===== src/rtl/video_stream_tx_if.sv =====
// Pixel stream in, timed video out: the handshake and output bundle of video_stream_tx.
interface video_stream_tx_if;
  logic       enable;
  logic       s_valid;
  logic [7:0] s_data;
  logic       s_ready;
  logic       vs;
  logic       de;
  logic [7:0] data;
  logic       frame_done;
  logic       underflow;

  modport master (
    input  enable, s_valid, s_data,
    output s_ready, vs, de, data, frame_done, underflow
  );

  modport slave (
    output enable, s_valid, s_data,
    input  s_ready, vs, de, data, frame_done, underflow
  );
endinterface


===== src/rtl/video_stream_tx.sv =====
// Raster timing generator that pulls one pixel per active cycle and emits vs/de/data one cycle later.
// No buffering: s_ready is the active window itself, so a late pixel becomes 8'h00 and sets sticky underflow.
module video_stream_tx #(
  parameter int W        = 640,
  parameter int H        = 480,
  parameter int HBLANK   = 160,
  parameter int VS_LINES = 2,
  parameter int VBP      = 33,
  parameter int VFP      = 10
) (
  input logic               clk,
  input logic               rst,
  video_stream_tx_if.master bus
);

  localparam int HTOT = W + HBLANK;
  localparam int VTOT = VS_LINES + VBP + H + VFP;

  localparam logic [11:0] H_LAST = 12'(HTOT - 1);
  localparam logic [11:0] V_LAST = 12'(VTOT - 1);
  localparam logic [11:0] W_L    = 12'(W);
  localparam logic [11:0] VS_L   = 12'(VS_LINES);
  localparam logic [11:0] ACT_V0 = 12'(VS_LINES + VBP);
  localparam logic [11:0] ACT_V1 = 12'(VS_LINES + VBP + H);

  typedef enum logic {IDLE, RUN} state_t;

  state_t      r_state;
  logic [11:0] r_h_cnt;
  logic [11:0] r_v_cnt;
  logic        r_vs;
  logic        r_de;
  logic [7:0]  r_data;
  logic        r_frame_done;
  logic        r_underflow;

  logic w_run;
  logic w_vs;
  logic w_act;
  logic w_h_last;
  logic w_v_last;
  logic w_frame_end;

  assign w_run       = (r_state == RUN);
  assign w_vs        = w_run && (r_v_cnt < VS_L);
  assign w_act       = w_run && (r_v_cnt >= ACT_V0) && (r_v_cnt < ACT_V1) && (r_h_cnt < W_L);
  assign w_h_last    = (r_h_cnt == H_LAST);
  assign w_v_last    = (r_v_cnt == V_LAST);
  assign w_frame_end = w_run && w_h_last && w_v_last;

  always_ff @(posedge clk or posedge rst) begin
    if (rst) begin
      r_state      <= IDLE;
      r_h_cnt      <= '0;
      r_v_cnt      <= '0;
      r_vs         <= 1'b0;
      r_de         <= 1'b0;
      r_data       <= 8'h00;
      r_frame_done <= 1'b0;
      r_underflow  <= 1'b0;
    end else begin
      r_vs         <= w_vs;
      r_de         <= w_act;
      r_data       <= (w_act && bus.s_valid) ? bus.s_data : 8'h00;
      r_frame_done <= w_frame_end;
      if (w_act && !bus.s_valid) begin
        r_underflow <= 1'b1;
      end
      case (r_state)
        IDLE: begin
          if (bus.enable) begin
            r_state <= RUN;
            r_h_cnt <= '0;
            r_v_cnt <= '0;
          end
        end
        RUN: begin
          if (w_h_last) begin
            r_h_cnt <= '0;
            if (w_v_last) begin
              // enable only matters here, so a frame always runs to completion
              r_v_cnt <= '0;
              if (!bus.enable) begin
                r_state <= IDLE;
              end
            end else begin
              r_v_cnt <= r_v_cnt + 12'd1;
            end
          end else begin
            r_h_cnt <= r_h_cnt + 12'd1;
          end
        end
        default: r_state <= IDLE;
      endcase
    end
  end

  assign bus.s_ready    = w_act;
  assign bus.vs         = r_vs;
  assign bus.de         = r_de;
  assign bus.data       = r_data;
  assign bus.frame_done = r_frame_done;
  assign bus.underflow  = r_underflow;

endmodule


===== src/flat_wrapper.sv =====
// flat-port wrapper written by rule: the top's interface ports become plain ports
module video_stream_tx_flat 
#(
  parameter int W        = 640,
  parameter int H        = 480,
  parameter int HBLANK   = 160,
  parameter int VS_LINES = 2,
  parameter int VBP      = 33,
  parameter int VFP      = 10
)
  (clk, rst, bus_enable, bus_s_valid, bus_s_data, bus_s_ready, bus_vs, bus_de, bus_data, bus_frame_done, bus_underflow);
  video_stream_tx_if bus_i ();
  input logic clk;
  input logic rst;
  input wire logic [$bits(bus_i.enable)-1:0] bus_enable;
  input wire logic [$bits(bus_i.s_valid)-1:0] bus_s_valid;
  input wire logic [$bits(bus_i.s_data)-1:0] bus_s_data;
  output wire logic [$bits(bus_i.s_ready)-1:0] bus_s_ready;
  output wire logic [$bits(bus_i.vs)-1:0] bus_vs;
  output wire logic [$bits(bus_i.de)-1:0] bus_de;
  output wire logic [$bits(bus_i.data)-1:0] bus_data;
  output wire logic [$bits(bus_i.frame_done)-1:0] bus_frame_done;
  output wire logic [$bits(bus_i.underflow)-1:0] bus_underflow;
  assign bus_i.enable = bus_enable;
  assign bus_i.s_valid = bus_s_valid;
  assign bus_i.s_data = bus_s_data;
  assign bus_s_ready = bus_i.s_ready;
  assign bus_vs = bus_i.vs;
  assign bus_de = bus_i.de;
  assign bus_data = bus_i.data;
  assign bus_frame_done = bus_i.frame_done;
  assign bus_underflow = bus_i.underflow;
  video_stream_tx #(.W(W), .H(H), .HBLANK(HBLANK), .VS_LINES(VS_LINES), .VBP(VBP), .VFP(VFP)) u_core (.clk(clk), .rst(rst), .bus(bus_i));
endmodule

===== config.mk =====
export PLATFORM = sky130hd
export DESIGN_NAME = video_stream_tx_flat
export DESIGN_NICKNAME = d
export VERILOG_FILES = /design/src/rtl/video_stream_tx_if.sv /design/src/rtl/video_stream_tx.sv /design/src/flat_wrapper.sv
export SDC_FILE = /design/constraint.sdc
export NUM_CORES = 1
export LEC_CHECK = 0
export BUFFER_PORTS_ARGS = -buffer_cell sky130_fd_sc_hd__buf_2
export CAP_MARGIN = 20
export CORE_ASPECT_RATIO = 2
export CORE_MARGIN = 2
export CORE_UTILIZATION = 50
export CTS_CLUSTER_DIAMETER = 40
export DETAILED_ROUTE_END_ITERATION = 8
export PLACE_DENSITY = 0.71
export SLEW_MARGIN = 30
export SYNTH_ARGS = -nofsm -noshare
export SYNTH_HDL_FRONTEND = slang
export SYNTH_SLANG_ARGS = --single-unit

===== constraint.sdc =====
create_clock -name clk -period 2.12 [get_ports clk]
set_input_delay 0.318 -clock clk [delete_from_list [all_inputs] [get_ports clk]]
set_output_delay 0.318 -clock clk [all_outputs]
set_load 0.005 [all_outputs]

Yosys cells after proc, flatten, opt, wreduce, memory -nomap -nowiden:

Index checks and enable logic that the tools add are counted.

* register bits after elaboration: 37
* latch bits: 0
* bits in writable memories: 0
* bits in read-only memories: 0
* bits of input ports: 12
* memories: 0

* $add $sub $neg: 2
* $mul: 0
* divide/modulo/power cells: 0
* magnitude comparators: 4
* eq/ne operators: 4
* shifts and indexed selects: 0
* mux-type cells: 11
* bitwise operators: 1
* reductions and logical operators: 10

Operators by type and width (count)
* $mux W12: 4
* $pmux W12 S2: 2
* $add A12 B1 Y12 const B: 2
* $eq A12 B10 Y1 const B: 2
* $lt A12 B10 Y1 const B: 2
* $ge A12 B6 Y1 const B: 1
* $lt A12 B2 Y1 const B: 1
* $logic_and A1 B1 Y1: 8
* $mux W8: 1
* $ne A2 B2 Y1 const B: 2
* $mux W1: 3
* $pmux W1 S2: 1
* $reduce_and A2 Y1: 1
* $logic_not A1 Y1: 1
* $not A1 Y1: 1

Logic depth before layout (Yosys ltp):

Gate-level depths: netlist of run 1.

* depth after elaboration: 6
* gate-level depth with buffers: 7

Worst setup path before layout of run 1:

Ideal clock, no wire load.

* path kind: register to register
* start point: register u_core.r_h_cnt[0]
* end point: register u_core.r_v_cnt[9]
* arrival time: 1.874 ns
* data required time: 2.033 ns
* setup slack: 0.159 ns
* cell stages (with the launch flop): 8
* buffers on the path: 2
* clock period less this slack: 1.961 ns
* cells stage by stage: dfrtp_1 ha_1 nand3_1 clkbuf_1 o41ai_4 buf_2 nand3_1 o211ai_1

* cells in the longest elaborated chain, start to end: 3

RTL lines
* from (decl): line video_stream_tx.sv:29 `logic [11:0] r_h_cnt;`
* from (signal assigned): line video_stream_tx.sv:90 `r_h_cnt <= r_h_cnt + 12'd1;`
* $eq A12 B10 Y1: line video_stream_tx.sv:47 `assign w_h_last = (r_h_cnt == H_LAST);`
* $ne A2 B2 Y1 (no source line)
* $reduce_and A2 Y1 (no source line)
* to (signal assigned): line video_stream_tx.sv:87 `r_v_cnt <= r_v_cnt + 12'd1;`
* to (decl): line video_stream_tx.sv:30 `logic [11:0] r_v_cnt;`

Every way passes these cells.
A chain may end at the register's enable or synchronous reset.

Final worst setup path of run 1:

* start point: register u_core.r_v_cnt[10]
* end point: output port bus_s_ready

* cells in the longest elaborated chain, start to end: 4

RTL lines
* $ge A12 B6 Y1: line video_stream_tx.sv:46 `assign w_act = w_run && (r_v_cnt >= ACT_V0) && (r_v_cnt < ACT_V1) && (r_h_cnt < W_L);`
* $logic_and A1 B1 Y1: line video_stream_tx.sv:46
* $logic_and A1 B1 Y1 (*) (2 in a row): line video_stream_tx.sv:46
* to (decl): line flat_wrapper.sv:18 `output wire logic [$bits(bus_i.s_ready)-1:0] bus_s_ready;`

Every way passes the cells marked *; elsewhere a longest branch is shown, timed or not.

==> results of run 1 <==
==> critical path: stages, from the launching register on <==
cell	delay (ns)
dfrtp_1	0.44
nor4b_2	0.33
buf_4	0.18
a21boi_1	0.29
nor3_2	0.09
buf_2	0.13
==> cells by family after synthesis <==
logic type,count (synthesis),share of synthesized area (%)
and+or+nand+nor,84,23.9
adders and majority gates,3,1.97
xor gates and xnor gates,3,1.38
DFF,37,48.5
buffers and inverters,16,3.60
AOI/OAI and AO/OA,55,20.7
==> sequential cells by signal, summed over array words and instances (netlist names) <==
name,count
u_core.bus.de,1
u_core.bus.vs,1
u_core.bus.underflow,1
u_core.r_h_cnt,12
u_core.r_state,1
u_core.r_v_cnt,12
u_core.bus.frame_done,1
u_core.bus.data,8
==> power groups by stage <==
stage / clock, uW / combinational, uW / sequential [uW]
after global placement: 0 / 263 / 881
after global routing: 685 / 334 / 891
after floorplan: 0 / 205 / 869
final: 641 / 293 / 875
after detailed placement: 0 / 276 / 887
after CTS: 655 / 287 / 872
==> repair_timing <==
item                                    CTS  global route
gates resized for setup                   3             5
hold endpoints to repair                  0             0
pin swaps                                 2             3
buffers inserted                          3             2
gates cloned                              0             0
endpoints found under the setup margin    9            14
==> area by class of cell <==
| type | count | area, um2 | share of cell area, % |
|---|---|---|---|
| clock buffer | 6 | 82.6 | 3.47 |
| clock inverter | 2 | 37.5 | 1.58 |
| inverter | 8 | 30.0 | 1.26 |
| multi-input combinational | 145 | 953 | 40.0 |
| sequential | 37 | 926 | 38.9 |
| tap | 49 | 61.3 | 2.57 |
| timing repair buffer | 45 | 290 | 12.2 |
==> metrics by stage <==
stage / hold WS [ns] / utilization, % / power [uW]
after floorplan: 0.407 / - / 1070
after global placement: 0.438 / 59.9 / 1140
after detailed placement: 0.451 / 59.9 / 1160
after CTS: 0.138 / 64.2 / 1810
after global routing: 0.167 / 65.3 / 1910
final: 0.119 / 65.3 / 1810
==> path summary, 6_finish.rpt <==
path,from,end,cells past startpoint
setup / recovery,u_core.r_v_cnt[10],bus_s_ready,5
hold / removal,rst,u_core.bus.data[7],3
setup reg to reg,u_core.r_h_cnt[6],u_core.r_v_cnt[10],4
hold reg to reg,u_core.bus.underflow,u_core.bus.underflow,1
max in group asynchronous,rst,u_core.r_state,3
min in group clk,bus_s_data[3],u_core.bus.data[3],2
==> layer usage <==
layer | routed length [um] | global-route usage, % | up-vias
met5 | 0 | 0 | -
met3 | 97 | 4.57 | 10
met2 | 2740 | 43.1 | 31
li1 | - | - | 831
met4 | 113 | 9.01 | 0
met1 | 1680 | 25.3 | 829
==> Yosys cell counts, types with 2 or more instances <==
| cell | n | share of area [%] |
|---|---|---|
| a21oi_1 | 4 | 1.0 |
| a31oi_1 | 17 | 5.6 |
| and2_1 | 9 | 2.9 |
| and3_1 | 4 | 1.3 |
| clkbuf_1 | 6 | 1.2 |
| dfrtp_1 | 37 | 48 |
| ha_1 | 3 | 2.0 |
| inv_1 | 8 | 1.6 |
| nand2_1 | 19 | 3.7 |
| nand2b_1 | 4 | 1.3 |
| nand3_1 | 12 | 3.1 |
| nand4_1 | 5 | 1.6 |
| nor2_1 | 9 | 1.8 |
| nor3_1 | 6 | 1.6 |
| nor4_1 | 6 | 2.0 |
| o211ai_1 | 4 | 1.6 |
| o21ai_0 | 13 | 3.4 |
| o22ai_1 | 2 | 0.66 |
| o31ai_1 | 3 | 1.2 |
| o41ai_1 | 2 | 0.92 |
| or3b_1 | 2 | 0.92 |
| xor2_1 | 2 | 0.92 |
==> summary.txt, run 1 <==
Pwr
  • Peak VDD IR: 0.574 mV
  • Leak: 0.00110 uW
  • Switching power: 504 uW
  • Pwr dens: 760 nW/um2
  • Comb pwr share: 16.2%
  • Seq pwr share: 48.4%
  • Sw Ratio: 27.9%
  • Clock power share: 35.4%
  • P_int: 1310 uW

Route
  • Via count: 1701
  • Post-Route WL: 4640 um
  • Drt wl/cell: 15.9 um
  • Drt pass-1 iters: 4
  • Post-DR vias/cell: 5.83
  • First-iteration detailed-routing DRC count: 44
  • DRC: 0
  • Antenna viol nets, final: 0

Hold path
  • Hold WC Path Type: input pin to asynchronous set/reset pin

Synthesis
  • Unique masters post-synth: 43
  • Synth Area per Inst: 9.64 um2
  • Register area share after synthesis: 48.5%
  • Post-synth ARST share: 100%
  • Most used DFF post-synth: dfrtp_1
  • Yosys warnings: 0
  • Mapped cell area: 1910 um2
  • Yosys reg bits: 37
  • Number of synthesized flops with an enable pin: 0
  • Net Count, Synth: 213
  • Cell count after synthesis: 198

Clocking
  • CTS clk-pin slew, worst paths: 0.08 ns
  • Longest Clk Path Bufs: 2
  • TritonCTS clock tree: done
  • H-tree depth: 2
  • Clock root buffer: clkbuf_8
  • Clk sinks: 37
  • Worst-Skew Late Latency: 0.29 ns
  • CTS Buf Count: 5
  • # hold bufs at CTS: 0

Timing
  • Clock skew: 0.00851 ns
  • RSZ-0062 raised after global routing: true
  • Max_slew headroom: 62.0%
  • Total Neg Setup Slack: 0 ns
  • Setup violations, final: 0
  • Fmax: 484 MHz
  • Hold Vio Cnt, Final: 0
  • Slew @ Worst Pin: 0.565 ns
  • Period Utilization, post-route: 97.4%
  • Max Slew Vio Count: 0
  • Final min period: 2.07 ns
  • Setup WS post-layout: 0.0550 ns

Floorplanning
  • Floorplan core area: 3650 um2
  • Die extent in y: 91.4 um
  • I/O pin count: 25
  • Initial Utilization: 52.4%
  • Row cnt: 31
  • Die width: 47.7 um
  • Die Area: 4360 um2

Worst setup path
  • Setup crit end kind: output pin
  • Worst reg-to-reg setup slack: 0.10 ns
  • Critical path type: register to output pin
  • Startpoint Class: register
  • Crit-path max FO: 6
  • CP required: 1.80 ns
  • Crit path DAT: 1.75 ns

GRT
  • Vias in the first global route: 1783
  • Initial antenna violation count: 0
  • Pin count of the biggest net entering global routing: 38
  • Total GRT Usage: 24.1%
  • First-pass GRT wire length: 7750 um
  • Grt total ovfl: 0

Layout
  • Share of cells above drive strength 1: 28.0%
  • Most common cell after layout, fill and taps aside: dfrtp_1
  • Filler instances: 319
  • Final net count: 257
  • Antenna cells: 0
  • Commonest cells after routing, fill and taps aside: 37 x dfrtp_1, 24 x buf_2, 20 x buf_4, 19 x nand2_1, 16 x a31oi_1
  • Final instance area: 2380 um2
  • Area Overhead vs Synth: 24.7%
  • Layout Cells excl Fill: 292

Flow run
  • Max Cap Viol: 0

Placement
  • Placed cell areas: 2180 um2
  • Placed cell count: 279
  • GPL Wtd Cong: 0.813
  • Detailed Place HPWL: 3360 um
  • Dpl ws: -0.0464 ns
  • PortBufs: 24

Status
  • Status: finished clean
Power figures use the tool's default switching activity.
==> inputs of run 2 (changes only) <==
--- a/config.mk
+++ b/config.mk
@@ -9,11 +9,12 @@
 export CAP_MARGIN = 20
 export CORE_ASPECT_RATIO = 2
 export CORE_MARGIN = 2
-export CORE_UTILIZATION = 50
+export CORE_UTILIZATION = 57
 export CTS_CLUSTER_DIAMETER = 40
 export DETAILED_ROUTE_END_ITERATION = 8
-export PLACE_DENSITY = 0.71
+export PLACE_DENSITY = 0.79
 export SLEW_MARGIN = 30
 export SYNTH_ARGS = -nofsm -noshare
 export SYNTH_HDL_FRONTEND = slang
 export SYNTH_SLANG_ARGS = --single-unit
+export TNS_END_PERCENT = 100
==> run 2 against run 1 <==
Against the previous run: via count increased by 3.4%; non-clock buffer count is 6 lower; global-route usage increased by 3.7 points.
==> summary.txt, run 2 (synthesis gave the netlist of run 1 again) <==
Timing
  • Clock skew: 0.00129 ns (was 0.00851 ns)
  • Max_slew headroom: 59.2% (was 62.0%)
  • Setup violations, final: 0 (unchanged)
  • Fmax: 472 MHz (was 484 MHz)
  • Final min period: 2.12 ns (was 2.07 ns)
  • RSZ-0062 raised after global routing: true (unchanged)
  • Max Slew Vio Count: 0 (unchanged)
  • Total Neg Setup Slack: 0 ns (unchanged)
  • Slew @ Worst Pin: 0.607 ns (was 0.565 ns)
  • Period Utilization, post-route: 99.9% (was 97.4%)
  • Setup WS post-layout: 0.00171 ns (was 0.0550 ns)
  • Hold Vio Cnt, Final: 0 (unchanged)

Route
  • First-iteration detailed-routing DRC count: 75 (was 44)
  • DRC: 0 (unchanged)
  • Antenna viol nets, final: 0 (unchanged)
  • Drt wl/cell: 18.5 um (was 15.9 um)
  • Post-DR vias/cell: 6.56 (was 5.83)
  • Via count: 1758 (was 1701)
  • Drt pass-1 iters: 4 (unchanged)
  • Post-Route WL: 4960 um (was 4640 um)

Worst setup path
  • Startpoint Class: register (unchanged)
  • Critical path buffer and inverter count: 1 (was 2)
  • Worst reg-to-reg setup slack: 0.05 ns (was 0.10 ns)
  • FF-to-FF End: u_core.r_v_cnt[10] (unchanged)
  • R2R depth: 4 (unchanged)
  • CP max stage cell: or3b_4 (was dfrtp_1)
  • Crit-path max FO: 4 (was 6)
  • CP required: 1.80 ns (about the same)
  • Reg-to-Reg Start: u_core.r_h_cnt[7] (was u_core.r_h_cnt[6])
  • CP max stage delay: 0.42 ns (was 0.44 ns)
  • Critical path depth: 4 (was 5)
  • Setup crit end kind: output pin (unchanged)
  • CP Cell Sequence: or3b_4 > nand4b_1 > nor3_2 > buf_2 (was nor4b_2 > buf_4 > a21boi_1 > nor3_2 > buf_2)
  • Critical Path Sink: bus_s_ready (unchanged)
  • Critical path type: register to output pin (unchanged)
  • Crit path DAT: 1.80 ns (was 1.75 ns)
  • Crit path from: u_core.r_h_cnt[10] (was u_core.r_v_cnt[10])
  • Largest delay share family, worst path: simple AND/OR/NAND/NOR gates (was flip-flops)

Layout
  • Layout Cells excl Fill: 268 (was 292)
  • Commonest cells after routing, fill and taps aside: 37 x dfrtp_1, 24 x buf_2, 19 x nand2_1, 16 x a31oi_1 (was 37 x dfrtp_1, 24 x buf_2, 20 x buf_4, 19 x nand2_1, 16 x a31oi_1)
  • Antenna cells: 0 (unchanged)
  • Fin util: 71.9% (was 65.3%)
  • Area Overhead vs Synth: 20.2% (was 24.7%)
  • Final net count: 251 (was 257)
  • Most common cell after layout, fill and taps aside: dfrtp_1 (unchanged)
  • Filler instances: 245 (was 319)
  • Share of cells above drive strength 1: 26.6% (was 28.0%)

Status
  • Status: finished clean (unchanged)

GRT
  • Total GRT Usage: 27.8% (was 24.1%)
  • Grt total ovfl: 0 (unchanged)
  • First-pass GRT wire length: 7990 um (was 7750 um)
  • Initial antenna violation count: 0 (unchanged)
  • Vias in the first global route: 1768 (was 1783)
  • Pin count of the biggest net entering global routing: 24 (was 38)

Pwr
  • Leak: 0.00105 uW (was 0.00110 uW)
  • Peak VDD IR: 0.621 mV (was 0.574 mV)
  • Pwr dens: 728 nW/um2 (was 760 nW/um2)

Floorplanning
  • Floorplan core area: 3190 um2 (was 3650 um2)
  • Die width: 44.9 um (was 47.7 um)
  • Die Area: 3860 um2 (was 4360 um2)
  • I/O pin count: 25 (unchanged)
  • Initial Utilization: 59.8% (was 52.4%)
  • Row cnt: 29 (was 31)
  • Die extent in y: 85.9 um (was 91.4 um)

Clocking
  • # hold bufs at CTS: 0 (unchanged)
  • Longest Clk Path Bufs: 2 (unchanged)
  • Clock root buffer: clkbuf_8 (unchanged)
  • CTS Buf Count: 5 (unchanged)
  • CTS clk-pin slew, worst paths: 0.07 ns (was 0.08 ns)
  • Clk sinks: 37 (unchanged)
  • TritonCTS clock tree: done (unchanged)
  • H-tree depth: 2 (unchanged)
  • Worst-Skew Late Latency: 0.29 ns (about the same)

Placement
  • PortBufs: 24 (unchanged)
  • Detailed Place HPWL: 3590 um (was 3360 um)
  • Placed cell count: 257 (was 279)
  • GPL Wtd Cong: 0.862 (was 0.813)
  • Dpl ws: -0.108 ns (was -0.0464 ns)

Flow run
  • Max Cap Viol: 0 (unchanged)

Hold path
  • Hold WC Path Type: input pin to asynchronous set/reset pin (unchanged)
## run 2: cell type report
cell class                      instances  area [um2]  share of cell area (%)
Multi-Input combinational cell        145         956                    41.7
Sequential cell                        37         926                    40.3
Inverter                                8        30.0                    1.31
Timing Repair Buffer                   39         258                    11.2
Clock buffer                            5        68.8                    3.00
Tap cell                               31        38.8                    1.69
Clock inverter                          3        17.5                   0.763
## run 2: worst min path at each step
stage,from,to,cells after the start
after floorplan,bus_enable,u_core.r_h_cnt[10],1
after global placement,rst,u_core.bus.data[7],2
after global routing,rst,u_core.bus.data[4],2
after CTS,rst,u_core.bus.data[7],2
final,rst,u_core.bus.data[5],2
after detailed placement,rst,u_core.bus.data[7],2
## run 2: per-stage QoR
| stage | area [um2] | total power [uW] | hold WS (ns) |
|---|---|---|---|
| finish | 2290 | 1670 | 0.0865 |
| global route | 2290 | 1750 | 0.131 |
| floorplan | 1910 | 1070 | 0.407 |
| CTS | 2240 | 1660 | 0.0885 |
| detailed placement | 2140 | 1180 | 0.409 |
| global placement | 2140 | 1150 | 0.379 |
## run 2: metal layers
layer  part of all wire, %  up-vias  GRT usage, %  wire [um]
met4                   3.2        0          15.0        158
met3                   3.4       21          5.89        168
met1                    36      865          30.1       1770
met2                    58       57          47.8       2860
met5                     0        -             0          0
li1                      -      815             -          -
## run 2: power by group
part / internal [uW] / leakage (uW) / switching [uW]
Combinational: 138 / 0.000522 / 166
Sequential: 785 / 0.000487 / 96.9
Clock: 227 / 0.0000439 / 257
Total: 1150 / 0.00105 / 521
## run 2: repair_timing
action,in CTS,in global routing
gates resized for setup,2,6
buffers inserted,0,3
pin swaps,0,2
endpoints found under the setup margin,9,14
==> inputs of run 3 (changes only) <==
==> constraint.sdc (replaced) <==
create_clock -name clk -period 2.12 [get_ports clk]
set_input_delay 0.424 -clock clk [delete_from_list [all_inputs] [get_ports clk]]
set_output_delay 0.424 -clock clk [all_outputs]
set_load 0.005 [all_outputs]
==> run 3 against run 2 <==
Against the previous run: critical endpoint unchanged; setup slack lost 0.086 ns; largest power group unchanged; design area grew 5.2%; first-iteration DRC count shrank 21%; clock power grew 50%; count of clock-buffer cells in the layout is the same; the run now ends with setup timing left; largest cell class unchanged; core utilization grew 3.8 points; final cell count grew 3.7%; hold slack gained 0.14 ns.
==> summary.txt, run 3 (synthesis gave the netlist of run 1 again) <==
Timing
  • Period Utilization, post-route: 104% (was 99.9%)
  • Max Slew Vio Count: 0 (unchanged)
  • Fmax: 454 MHz (was 472 MHz)
  • Slew @ Worst Pin: 0.580 ns (was 0.607 ns)
  • Final min period: 2.20 ns (was 2.12 ns)
  • Clock skew: 0.00461 ns (was 0.00129 ns)
  • RSZ-0062 raised after global routing: true (unchanged)
  • Setup violations, final: 1 (was 0)
  • Max_slew headroom: 61.1% (was 59.2%)
  • Setup WS post-layout: -0.0839 ns (was 0.00171 ns)
  • Hold Vio Cnt, Final: 0 (unchanged)

Worst setup path
  • Startpoint Class: register (unchanged)
  • Crit-path max FO: 4 (unchanged)
  • Critical path type: register to output pin (unchanged)
  • R2R depth: 5 (was 4)
  • Crit path DAT: 1.78 ns (was 1.80 ns)
  • CP required: 1.70 ns (was 1.80 ns)
  • CP Cell Sequence: or3b_4 > nand4b_1 > nor3_2 > buf_2 (unchanged)
  • CP max stage delay: 0.42 ns (about the same)
  • Setup crit end kind: output pin (unchanged)
  • Worst reg-to-reg setup slack: 0.04 ns (was 0.05 ns)
  • CP max stage cell: or3b_4 (unchanged)

Flow run
  • Max Cap Viol: 0 (unchanged)

Layout
  • Share of cells above drive strength 1: 30.4% (was 26.6%)
  • Multi-input logic area: 975 um2 (was 956 um2)
  • Sequential cell area: 926 um2 (unchanged)
  • Layout Cells excl Fill: 278 (was 268)
  • Commonest cells after routing, fill and taps aside: 37 x dfrtp_1, 24 x buf_2, 24 x buf_4, 19 x nand2_1, 17 x a31oi_1 (was 37 x dfrtp_1, 24 x buf_2, 19 x nand2_1, 16 x a31oi_1)
  • Final net count: 261 (was 251)
  • Most common cell after layout, fill and taps aside: dfrtp_1 (unchanged)
  • Filler instances: 203 (was 245)
  • Antenna cells: 0 (unchanged)
  • Area Overhead vs Synth: 26.5% (was 20.2%)

Placement
  • Placed cell count: 260 (was 257)
  • GPL Wtd Cong: 0.885 (was 0.862)
  • PortBufs: 24 (unchanged)
  • Detailed Place HPWL: 3280 um (was 3590 um)

Status
  • Failing checks: setup timing
  • Status: complete, but fails checks (was finished clean)

Floorplanning
  • Die width: 44.9 um (unchanged)
  • Die Area: 3860 um2 (unchanged)
  • Initial Utilization: 59.8% (unchanged)
  • I/O pin count: 25 (unchanged)
  • Die extent in y: 85.9 um (unchanged)
  • Floorplan core area: 3190 um2 (unchanged)
  • Row cnt: 29 (unchanged)

GRT
  • Grt total ovfl: 0 (unchanged)
  • Pin count of the biggest net entering global routing: 38 (was 24)
  • First-pass GRT wire length: 7590 um (was 7990 um)
  • Initial antenna violation count: 0 (unchanged)
  • Vias in the first global route: 1695 (was 1768)
  • Total GRT Usage: 26.6% (was 27.8%)

Pwr
  • Pwr dens: 800 nW/um2 (was 728 nW/um2)
  • Peak VDD IR: 0.715 mV (was 0.621 mV)
  • Leak: 0.00114 uW (was 0.00105 uW)
  • Pwr Total: 1930 uW (was 1670 uW)

Route
  • Post-DR vias/cell: 6.61 (was 6.56)
  • Post-Route WL: 4990 um (was 4960 um)
  • Antenna viol nets, final: 0 (unchanged)
  • First-iteration detailed-routing DRC count: 59 (was 75)
  • Drt pass-1 iters: 4 (unchanged)
  • DRC: 0 (unchanged)
  • Via count: 1838 (was 1758)
  • Drt wl/cell: 17.9 um (was 18.5 um)

Clocking
  • CTS Buf Count: 5 (unchanged)
  • # hold bufs at CTS: 0 (unchanged)
  • TritonCTS clock tree: done (unchanged)
  • Clock root buffer: clkbuf_8 (unchanged)
  • Longest Clk Path Bufs: 2 (unchanged)
  • Clk sinks: 37 (unchanged)
  • CTS clk-pin slew, worst paths: 0.07 ns (about the same)
  • Worst-Skew Late Latency: 0.30 ns (was 0.29 ns)
  • H-tree depth: 2 (unchanged)

Hold path
  • Hold WC Path Type: input pin to asynchronous set/reset pin (unchanged)
-- run 3: final timing paths --
| path | startpoint | endpoint |
|---|---|---|
| worst max-delay path | u_core.r_h_cnt[10] | bus_s_ready |
| worst min-delay path | rst | u_core.bus.de |
| worst max register to register | u_core.r_h_cnt[6] | u_core.r_v_cnt[5] |
| worst min register to register | u_core.bus.underflow | u_core.bus.underflow |
| max in group asynchronous | rst | u_core.r_v_cnt[5] |
| min in group clk | bus_s_data[0] | u_core.bus.data[0] |
-- run 3: area by class of cell --
type | count | area share (%)
clock buffers | 5 | 2.85
clock inverters | 3 | 2.69
inverters | 8 | 1.24
multi-input cells | 145 | 40.4
flip-flops and latches | 37 | 38.3
well taps | 31 | 1.61
repair buffers | 49 | 12.9
-- run 3: worst max-delay path: cells and delay by family (launching register included) --
kind | cells | cell delay (ns)
and+or+nand+nor | 3 | 0.94
buffers and inverters | 1 | 0.16
DFF | 1 | 0.39
-- run 3: repair_timing --
action                     CTS  global route
setup buffers                0            10
cloned                       0             0
pin swaps                    0             6
setup endpoints to repair    9            10
resized for setup            3             9
-- run 3: stage by stage --
stage	worst slack (ns)	TNS (ns)	hold WS, ns	utilization [%]	cell area (um2)
after floorplan	0.159	0	0.451	-	1910
after global placement	0.120	0	0.435	67.1	2140
after detailed placement	-0.0198	-0.0719	0.447	67.1	2140
after CTS	-0.113	-0.767	0.231	71.7	2290
after global routing	-0.172	-0.542	0.267	75.6	2410
final	-0.0839	-0.0839	0.223	75.6	2410
-- run 3: layer usage --
| metal | GRT usage, % | vias to the layer above | share of wire (%) |
|---|---|---|---|
| li1 | - | 842 | - |
| met1 | 28.4 | 897 | 36 |
| met2 | 46.0 | 78 | 55 |
| met3 | 5.05 | 21 | 5.2 |
| met4 | 15.0 | 0 | 4.2 |
| met5 | 0 | - | 0 |
-- run 3: power breakdown --
group	internal, uW	switching [uW]
clock	467	261
sequential	785	89.2
combinational	161	168
